## config.mk

```make
export PLATFORM = sky130hd
export DESIGN_NAME = md5_pad_block
export DESIGN_NICKNAME = d
export VERILOG_FILES = /design/src/rtl/md5_pkg.sv /design/src/rtl/md5_pad_block.sv
export SDC_FILE = /design/constraint.sdc
export NUM_CORES = 1
export LEC_CHECK = 0
export CORE_AREA = 2 2 205 207
export CTS_BUF_LIST = sky130_fd_sc_hd__clkbuf_8
export DETAILED_ROUTE_END_ITERATION = 10
export DIE_AREA = 0 0 207 209
export PLACE_DENSITY = 0.78
export SLEW_MARGIN = 20
export SYNTH_ARGS = -nofsm -noshare
export SYNTH_HDL_FRONTEND = slang
export SYNTH_SLANG_ARGS = --single-unit
```

## constraint.sdc

```tcl
create_clock -name clk -period 4.1 [get_ports clk]
set_clock_uncertainty 0.1 [all_clocks]
set_input_delay 1.025 -clock clk [delete_from_list [all_inputs] [get_ports clk]]
set_output_delay 1.025 -clock clk [all_outputs]
set_load 0.1 [all_outputs]
```

## src/rtl/md5_pkg.sv

```systemverilog
// Shared constants, FSM state type and byte-placement helper for the MD5 block padder.
package md5_pkg;

  localparam int unsigned MD5_BLOCK_BITS = 512;
  localparam int unsigned MD5_MAX_BYTES  = 55;
  localparam logic [7:0]  MD5_PAD_BYTE   = 8'h80;

  typedef enum logic [1:0] {
    LOAD,
    FINAL,
    HOLD
  } md5_state_e;

  // md5core byte-swaps each 32-bit word, so byte 0 sits in the top lane of word 0.
  function automatic int unsigned byte_lsb(input int unsigned i);
    return 32 * (i / 4) + 8 * (3 - (i % 4));
  endfunction

endpackage

```

## src/rtl/md5_pad_block.sv

```systemverilog
// Builds one padded single-block MD5 message (1..55 bytes) from a byte stream.
// Optional over-length error reporting via `define MD5_PAD_ERR_EN (adds len_err port).
module md5_pad_block
  import md5_pkg::*;
#(
  parameter int unsigned MAX_BYTES = MD5_MAX_BYTES
) (
  input  logic                      clk,
  input  logic                      reset,
  input  logic [7:0]                in_byte,
  input  logic                      in_valid,
  input  logic                      in_last,
  output logic                      in_ready,
  output logic [MD5_BLOCK_BITS-1:0] mesg_out,
  output logic                      mesg_valid,
  input  logic                      mesg_ready
`ifdef MD5_PAD_ERR_EN
  ,
  output logic                      len_err
`endif
);

  localparam logic [5:0] MAX_CNT = 6'(MAX_BYTES);

  md5_state_e  state;
  logic [7:0]  buf_q [64];
  logic [5:0]  cnt;
  logic        ovf;
  logic [15:0] bitlen;

  assign bitlen = {7'd0, cnt, 3'd0};

  for (genvar g = 0; g < 64; g++) begin : g_place
    assign mesg_out[byte_lsb(g) +: 8] = buf_q[g];
  end

  always_ff @(posedge clk) begin
    if (reset) begin
      state      <= LOAD;
      for (int unsigned i = 0; i < 64; i++) buf_q[i] <= '0;
      cnt        <= '0;
      ovf        <= 1'b0;
      in_ready   <= 1'b1;
      mesg_valid <= 1'b0;
`ifdef MD5_PAD_ERR_EN
      len_err    <= 1'b0;
`endif
    end else begin
`ifdef MD5_PAD_ERR_EN
      len_err <= 1'b0;
`endif
      case (state)
        LOAD: begin
          if (in_valid && in_ready) begin
            // Once full, further bytes are dropped and cnt stays at MAX_BYTES.
            if (!ovf && cnt < MAX_CNT) begin
              buf_q[cnt] <= in_byte;
              cnt        <= cnt + 6'd1;
            end else begin
              ovf <= 1'b1;
            end
            if (in_last) begin
              state    <= FINAL;
              in_ready <= 1'b0;
            end
          end
        end

        FINAL: begin
`ifdef MD5_PAD_ERR_EN
          if (ovf) begin
            len_err  <= 1'b1;
            for (int unsigned i = 0; i < 64; i++) buf_q[i] <= '0;
            cnt      <= '0;
            ovf      <= 1'b0;
            state    <= LOAD;
            in_ready <= 1'b1;
          end else
`endif
          begin
            buf_q[cnt] <= MD5_PAD_BYTE;
            buf_q[56]  <= bitlen[7:0];
            buf_q[57]  <= bitlen[15:8];
            state      <= HOLD;
            mesg_valid <= 1'b1;
          end
        end

        HOLD: begin
          if (mesg_ready) begin
            for (int unsigned i = 0; i < 64; i++) buf_q[i] <= '0;
            cnt        <= '0;
            ovf        <= 1'b0;
            state      <= LOAD;
            mesg_valid <= 1'b0;
            in_ready   <= 1'b1;
          end
        end

        default: state <= LOAD;
      endcase
    end
  end

endmodule

```

# Word-level counts from Yosys, hierarchy flattened
# Memory sizes are Yosys's and may differ from the RTL's.
# Index checks and enable logic that the tools add are counted.
[word_totals]
regBits = 11
wordCells = 203
memories = 1
ramBits = 512
[classes]
eq_ne = 9
order_cmp = 1
bitwise_logic = 73
n_addsub = 1
n_reduce_logical = 12
muxes = 101
[memory_table]
columns = ["memory", "words", "width", "rd", "rd_ports_with_merged_regs", "write_ports", "line_no", "rtl"]
rows = [
  ["buf_q", 64, 8, 64, 0, 64, "md5_pad_block.sv:26", "logic [7:0] buf_q [64];"],
]
[op_table]
columns = ["operator", "n"]
rows = [
  ["8-bit two-way mux", 68],
  ["1-bit OR", 67],
  ["6-bit two-way mux", 4],
  ["1-bit two-way mux", 21],
  ["6-bit == test (second input constant)", 2],
  ["6-bit one-hot mux with 2 select lines", 1],
  ["4-bit AND reduction", 3],
  ["2-bit != test (second input constant)", 5],
  ["8-bit OR reduction", 1],
  ["6-bit by 1-bit adder with 6-bit output (second input constant)", 1],
  ["6-bit less-than comparator (second input constant)", 1],
  ["2-bit two-way mux", 3],
  ["1-bit one-hot mux with 2 select lines", 3],
  ["2-bit one-hot mux with 3 select lines", 1],
  ["1-bit AND", 4],
  ["2-bit nonzero test", 2],
  ["3-bit AND reduction", 1],
  ["2-bit by 1-bit == test with 1-bit output (second input constant)", 1],
  ["2-bit == test (second input constant)", 1],
  ["1-bit logical AND", 2],
  ["2-bit logical NOT", 1],
  ["1-bit inverter", 2],
  ["2-bit AND reduction", 1],
  ["1-bit logical NOT", 1],
]

# Longest topological paths before layout
# Gate-level depths: netlist of run 1.
[logic_depth]
ltp_word = 11
ltp_mapped = 10
depth_no_buf = 6

# Worst setup path after synthesis of run 1
# OpenSTA, ideal clock, no wires.
[synth_path]
path_type = "reg-to-reg"
startpoint = "reg in_ready"
endpoint = "mem buf_q[29][0] (enable)"
path_stages_with_launch = 7
setup_slack_ns = 0.848
setup_ns = 0.384
arrival_time_ns = 2.768
t_required_ns = 3.616
path_cell_list = "dfxtp_1 > nand4bb_4 > a2111oi_4 > buf_4 > o21ai_1 > buf_2 > o21ai_0"
[synth_rtl]
columns = ["item", "line_no", "rtl"]
rows = [
  ["from (decl)", "md5_pad_block.sv:13", "output logic in_ready,"],
  ["from (signal assigned)", "md5_pad_block.sv:43", "in_ready <= 1'b1;"],
  ["from (signal assigned)", "md5_pad_block.sv:64", "in_ready <= 1'b0;"],
  ["from (signal assigned)", "md5_pad_block.sv:96", "in_ready <= 1'b1;"],
  ["to (decl)", "md5_pad_block.sv:26", ""],
]

==> results of run 1 <==
-- metrics by stage --
stage | setup TNS (ps) | power, mW
global route | 0 | 13.4
floorplan | 0 | 8.24
detailed placement | -99.0 | 8.97
finish | 0 | 13.1
CTS | 0 | 13.1
global placement | 0 | 8.95
-- synthesized netlist by cell type (5+ instances only) --
library cell and number:
edfxtp_1 512, o21ai_1 7, and2_1 7, nand2b_1 6, nand2_1 17, buf_2 50
a21oi_1 6, nand3_1 50, o21ai_0 64, nor2_1 410, nor3_1 61, dfxtp_1 11
clkbuf_1 30, nand3_2 5, or3_1 6
-- final cells by class --
class                           count  share of cell area (%)
Tap cell                          539                    2.47
Clock buffer                       86                    4.34
Multi-Input combinational cell    726                    12.3
Antenna cell                        3                  0.0275
Sequential cell                   523                    57.1
Inverter                            5                  0.0688
Timing Repair Buffer              632                    22.3
Clock inverter                     61                    1.31
-- critical path: stages (launching register included) --
cell and delay [ps]:
dfxtp_1 530, clkinv_1 320, ha_1 270, nor2_1 280, o31a_1 820, o21ai_4 460, buf_4 320, o21ai_0 190
buf_4 220
-- logic make-up after synthesis --
kind of cell               Yosys count
DFF                                523
and+or+nand+nor                    574
AOI/OAI and AO/OA                   97
buffers and inverters               94
adders and majority gates            3
other                                1
muxes                                1
-- registers in the layout (all words and copies together), names as in the netlist --
name / count
mesg_valid: 1
in_ready: 1
buf_q: 512
cnt: 6
ovf: 1
state: 2
-- routing by layer --
layer / vias up / share of wire (%)
li1: 5944 / -
met1: 6762 / 35
met2: 996 / 49
met3: 161 / 11
met4: 2 / 4.1
met5: - / 0.021
-- where the power goes --
group          switching (mW)  leakage (nW)  internal, mW  total (mW)
registers               0.119          5.37          6.11        6.23
logic                    2.16          3.26         0.480        2.64
clock network            2.00         0.858          2.19        4.20
-- final timing paths --
check / to / startpoint
worst max-delay path: buf_q[20][2] / cnt[1]
worst min-delay path: mesg_valid / mesg_valid
worst min register to register: mesg_valid / mesg_valid
worst max register to register: buf_q[20][2] / cnt[1]
==> flow_summary.json, run 1 <==
{
  "area_growth_pct": 42.9,
  "grt_use_met3_pct": 8.61,
  "dp.cells": 2423,
  "synth_area_mm2": 0.0191,
  "fmax_mhz": 262,
  "cts_buffer_depth": 3,
  "fin_crit_sh_pct": 93.2,
  "synth_ff_type": "edfxtp_1",
  "synth_cell_types": 47,
  "drive_gt1_share_pct": 11.7,
  "die_height_um": 209,
  "dpl.hpwl_mm": 46.0,
  "cts_max_level": 3,
  "hold_viol": 0,
  "multiInputGateArea_mm2": 0.00337,
  "globalRouteTotalUtil_pct": 29.8,
  "power.density_mw_per_mm2": 479,
  "io_buffers": 526,
  "die-width_um": 207,
  "status": "completed",
  "place_congestion": 0.889,
  "post_drt_via_cell_ratio": 5.38,
  "fin_area_mm2": 0.0273,
  "clk_latency_ps": 630,
  "drcViolationCount": 0,
  "crit_fanout": 28,
  "arrival_ps": 4040,
  "die-area_mm2": 0.0433,
  "synth_xor_area_share_pct": 0,
  "grt_pass1_wl_mm": 92.8,
  "ys_seq_area_share_pct": 81.6,
  "antenna_left": 0,
  "criticalPathCategory": "reg2reg",
  "maxSlewViolCount": 0,
  "placementRows": 75,
  "dpl_cell_area_mm2": 0.0257,
  "synth.top_cell.area_share_pct": 80.5,
  "synth-simple-area-share_pct": 12.8,
  "firstDrtPassIters": 6,
  "hold_class": "reg2reg",
  "yosysTopAreaCell": "edfxtp_1",
  "met1_usage_pct": 36.2,
  "vias": 13865,
  "final_cell_mix": "clkdlybuf4s50_1 (517), edfxtp_1 (512), nor2_1 (410)",
  "yosys_register_bits": 523,
  "grt_pass1_vias": 13730,
  "busiest_layer": "met2",
  "peakVddDrop_uv": 372,
  "cts_tree": "built",
  "synthMuxAreaShare_pct": 0.0589,
  "start_kind": "register",
  "worst_pin_slew_ps": 1140,
  "layout_commonest_cell": "clkdlybuf4s50_1",
  "cts.repair.resized": 0,
  "syn_avg_cell_area_um2": 14.8,
  "final_util_pct": 66.1,
  "p_leak_nw": 9.48,
  "antenna_found_initial": 4,
  "grt-ovfl-total": 0,
  "yosys.area_share.adder_pct": 0.196,
  "root_buffer": "clkbuf_8",
  "yosysWarnings": 0,
  "wire_per_inst_um": 25.5,
  "r2r.worst_path.cells": 8,
  "cts_inserted_buffers": 81,
  "drt-initial-drc-count": 1593,
  "hold_buffers": 0,
  "path_clk_slew_ps": 70,
  "synth_top_family_by_area": "simple AND/OR/NAND/NOR gates",
  "rsz0062_at_grt": "no",
  "cts_setup_buffers": 0,
  "core_mm2": 0.0413,
  "instances_no_fill": 2575,
  "setup_viol": 0,
  "hold_depth": 1,
  "r2r_setup_slack_ps": 280,
  "cp-end-kind": "register",
  "maxCapViolations": 0,
  "ioPinCount": 527,
  "finalWirelength_mm": 65.6,
  "final.setup.worst_slack_ps": 280,
  "synth_cells": 1293,
  "dp_slack_ps": -12.4,
  "nets": 1985,
  "grt_max_degree": 40,
  "synth_edf_count": 512,
  "async_flop_share_pct": 0,
  "area.sequential_mm2": 0.0156,
  "worstPathRequired_ps": 4320,
  "initial_utilization_pct": 46.3,
  "hold-worst-slack_ps": 373,
  "ys_top_cells_by_area": "edfxtp_1 (80%), nor2_1 (8.1%), o21ai_0 (1.7%)",
  "synth_compound_area_share_pct": 2.98,
  "fin_crit_ps": 3820,
  "use_met2_pct": 49.5,
  "cts_sinks": 523,
  "fill_cells": 2888,
  "slew_headroom_pct": 23.6
}
Power figures use the tool's default switching activity.
==> run 2: changes to the inputs <==
==> constraint.sdc (replaced) <==
create_clock -name clk -period 3.91 [get_ports clk]
set_clock_uncertainty 0.1 [all_clocks]
set_input_delay 0.9775 -clock clk [delete_from_list [all_inputs] [get_ports clk]]
set_output_delay 0.9775 -clock clk [all_outputs]
set_load 0.1 [all_outputs]
==> run 2 against run 1 <==
- combinational power rose by 5%
- wire length fell by 0.86%
- count of clock-buffer cells in the layout rose by 1
- sequential cell count did not move
- critical path depth did not move
- register-to-register slack improved by 330 ps
- worst hold slack got worse by 23 ps
- non-clock buffer count fell by 1
- via count fell by 0.62%
- design area fell by 0.82%
- critical path type unchanged
- largest cell class unchanged
- highest routed layer unchanged
==> flow_summary.json, run 2 (synthesized netlist as in run 1, its figures left out) <==
{
  "power_switching_mw": 4.50,
  "reg2reg_from": "cnt[5]",
  "top_register": "buf_q",
  "cts_max_level": 3,
  "min_from": "mesg_valid",
  "peakVddDrop_uv": 306,
  "antenna_found_initial": 5,
  "largest_reg_flops": 512,
  "globalRouteTotalUtil_pct": 30.0,
  "final_cell_mix": "edfxtp_1 (512), clkdlybuf4s50_1 (437), nor2_1 (410)",
  "status": "completed",
  "clk_latency_ps": 650,
  "initial_utilization_pct": 46.3,
  "hold_buffers": 0,
  "area_growth_pct": 41.7,
  "grt_pass1_vias": 13871,
  "hold_viol": 0,
  "die_height_um": 209,
  "post_drt_via_cell_ratio": 5.36,
  "dpl.hpwl_mm": 45.2,
  "cp-end-kind": "register",
  "pwr-share-comb_pct": 20.2,
  "nets": 1985,
  "fmax_mhz": 303,
  "io_buffers": 526,
  "die-width_um": 207,
  "criticalPathCategory": "reg2reg",
  "wire_per_inst_um": 25.3,
  "arrival_ps": 3600,
  "switching_share_pct": 33.0,
  "core_mm2": 0.0413,
  "vias": 13779,
  "worst_pin_slew_ps": 1190,
  "fin_crit_sh_pct": 84.5,
  "maxCapViolations": 0,
  "fin_area_mm2": 0.0271,
  "antenna_left": 0,
  "area.sequential_mm2": 0.0156,
  "rsz0062_at_grt": "no",
  "reg_top3": "buf_q (512), cnt (6), state (2)",
  "fill_cells": 2947,
  "crit_fanout": 28,
  "worstPathRequired_ps": 4210,
  "clkPwrFrac_pct": 31.9,
  "cts_buffer_depth": 3,
  "place_congestion": 0.896,
  "cts_inserted_buffers": 82,
  "finalWirelength_mm": 65.1,
  "multiInputGateArea_mm2": 0.00337,
  "dpl_cell_area_mm2": 0.0255,
  "setup_viol": 0,
  "cts_setup_buffers": 0,
  "fin_tns_setup_ps": 0,
  "seqPwrFrac_pct": 47.9,
  "ioPinCount": 527,
  "power_mw": 13.6,
  "firstDrtPassIters": 8,
  "p_leak_nw": 9.60,
  "cts_sinks": 523,
  "slew_headroom_pct": 20.1,
  "placementRows": 75,
  "start_kind": "register",
  "maxSlewViolCount": 0,
  "fin_crit_ps": 3300,
  "drcViolationCount": 0,
  "drt-initial-drc-count": 1408,
  "die-area_mm2": 0.0433,
  "grt_max_degree": 69,
  "crit_start": "cnt[5]",
  "dp.cells": 2423,
  "drive_gt1_share_pct": 15.4,
  "power.density_mw_per_mm2": 504,
  "cts.repair.resized": 0,
  "grt_pass1_wl_mm": 94.0,
  "hold_class": "reg2reg",
  "root_buffer": "clkbuf_8",
  "path_clk_slew_ps": 60,
  "grt-ovfl-total": 0,
  "layout_commonest_cell": "edfxtp_1",
  "cts_tree": "built",
  "internal-power_mw": 9.13,
  "instances_no_fill": 2573
}
==> run 2: cell type report <==
type,count,area share (%)
Sequential cell,523,57.6
Timing Repair Buffer,631,21.8
Multi-Input combinational cell,726,12.4
Clock buffer,87,4.42
Tap cell,539,2.49
Clock inverter,58,1.14
Inverter,5,0.0693
Antenna cell,4,0.0370
==> run 2: critical path, stage by stage, from the launching register on <==
cell	delay (ps)
dfxtp_1	630
buf_4	240
and2_1	210
a2111oi_4	110
buf_12	190
o21ai_4	940
buf_4	320
o21ai_0	100
buf_4	210
==> run 2: worst paths after layout <==
check	endpoint	slack, ps	cells past startpoint
setup / recovery	buf_q[20][0]	610	8
hold reg to reg	mesg_valid	350	1
setup reg to reg	buf_q[20][0]	610	8
hold / removal	mesg_valid	350	1
==> run 2: per-layer routing <==
layer	track usage, %	up-vias	wire (um)
met5	0	-	10
met4	13.5	2	2520
met3	9.62	143	7290
met2	49.5	932	32200
met1	36.1	6756	23000
li1	-	5946	-
==> run 2: per-stage QoR <==
stage / hold slack [ps] / worst slack [ps] / utilization, %
2_1_floorplan: 469 / 658 / -
3_3_place_gp: 341 / 124 / 61.8
4_1_cts: 355 / 595 / 65.5
5_1_grt: 366 / 558 / 65.6
6_report: 350 / 607 / 65.6
3_5_place_dp: 340 / 88.1 / 61.8
==> run 2: power groups by stage <==
stage / logic [mW] / clock network, mW / registers, mW
after CTS: 2.76 / 4.40 / 6.53
after global routing: 2.81 / 4.64 / 6.54
after global placement: 2.74 / 0 / 6.64
final: 2.76 / 4.35 / 6.53
after detailed placement: 2.75 / 0 / 6.64
after floorplan: 0.263 / 0 / 8.37
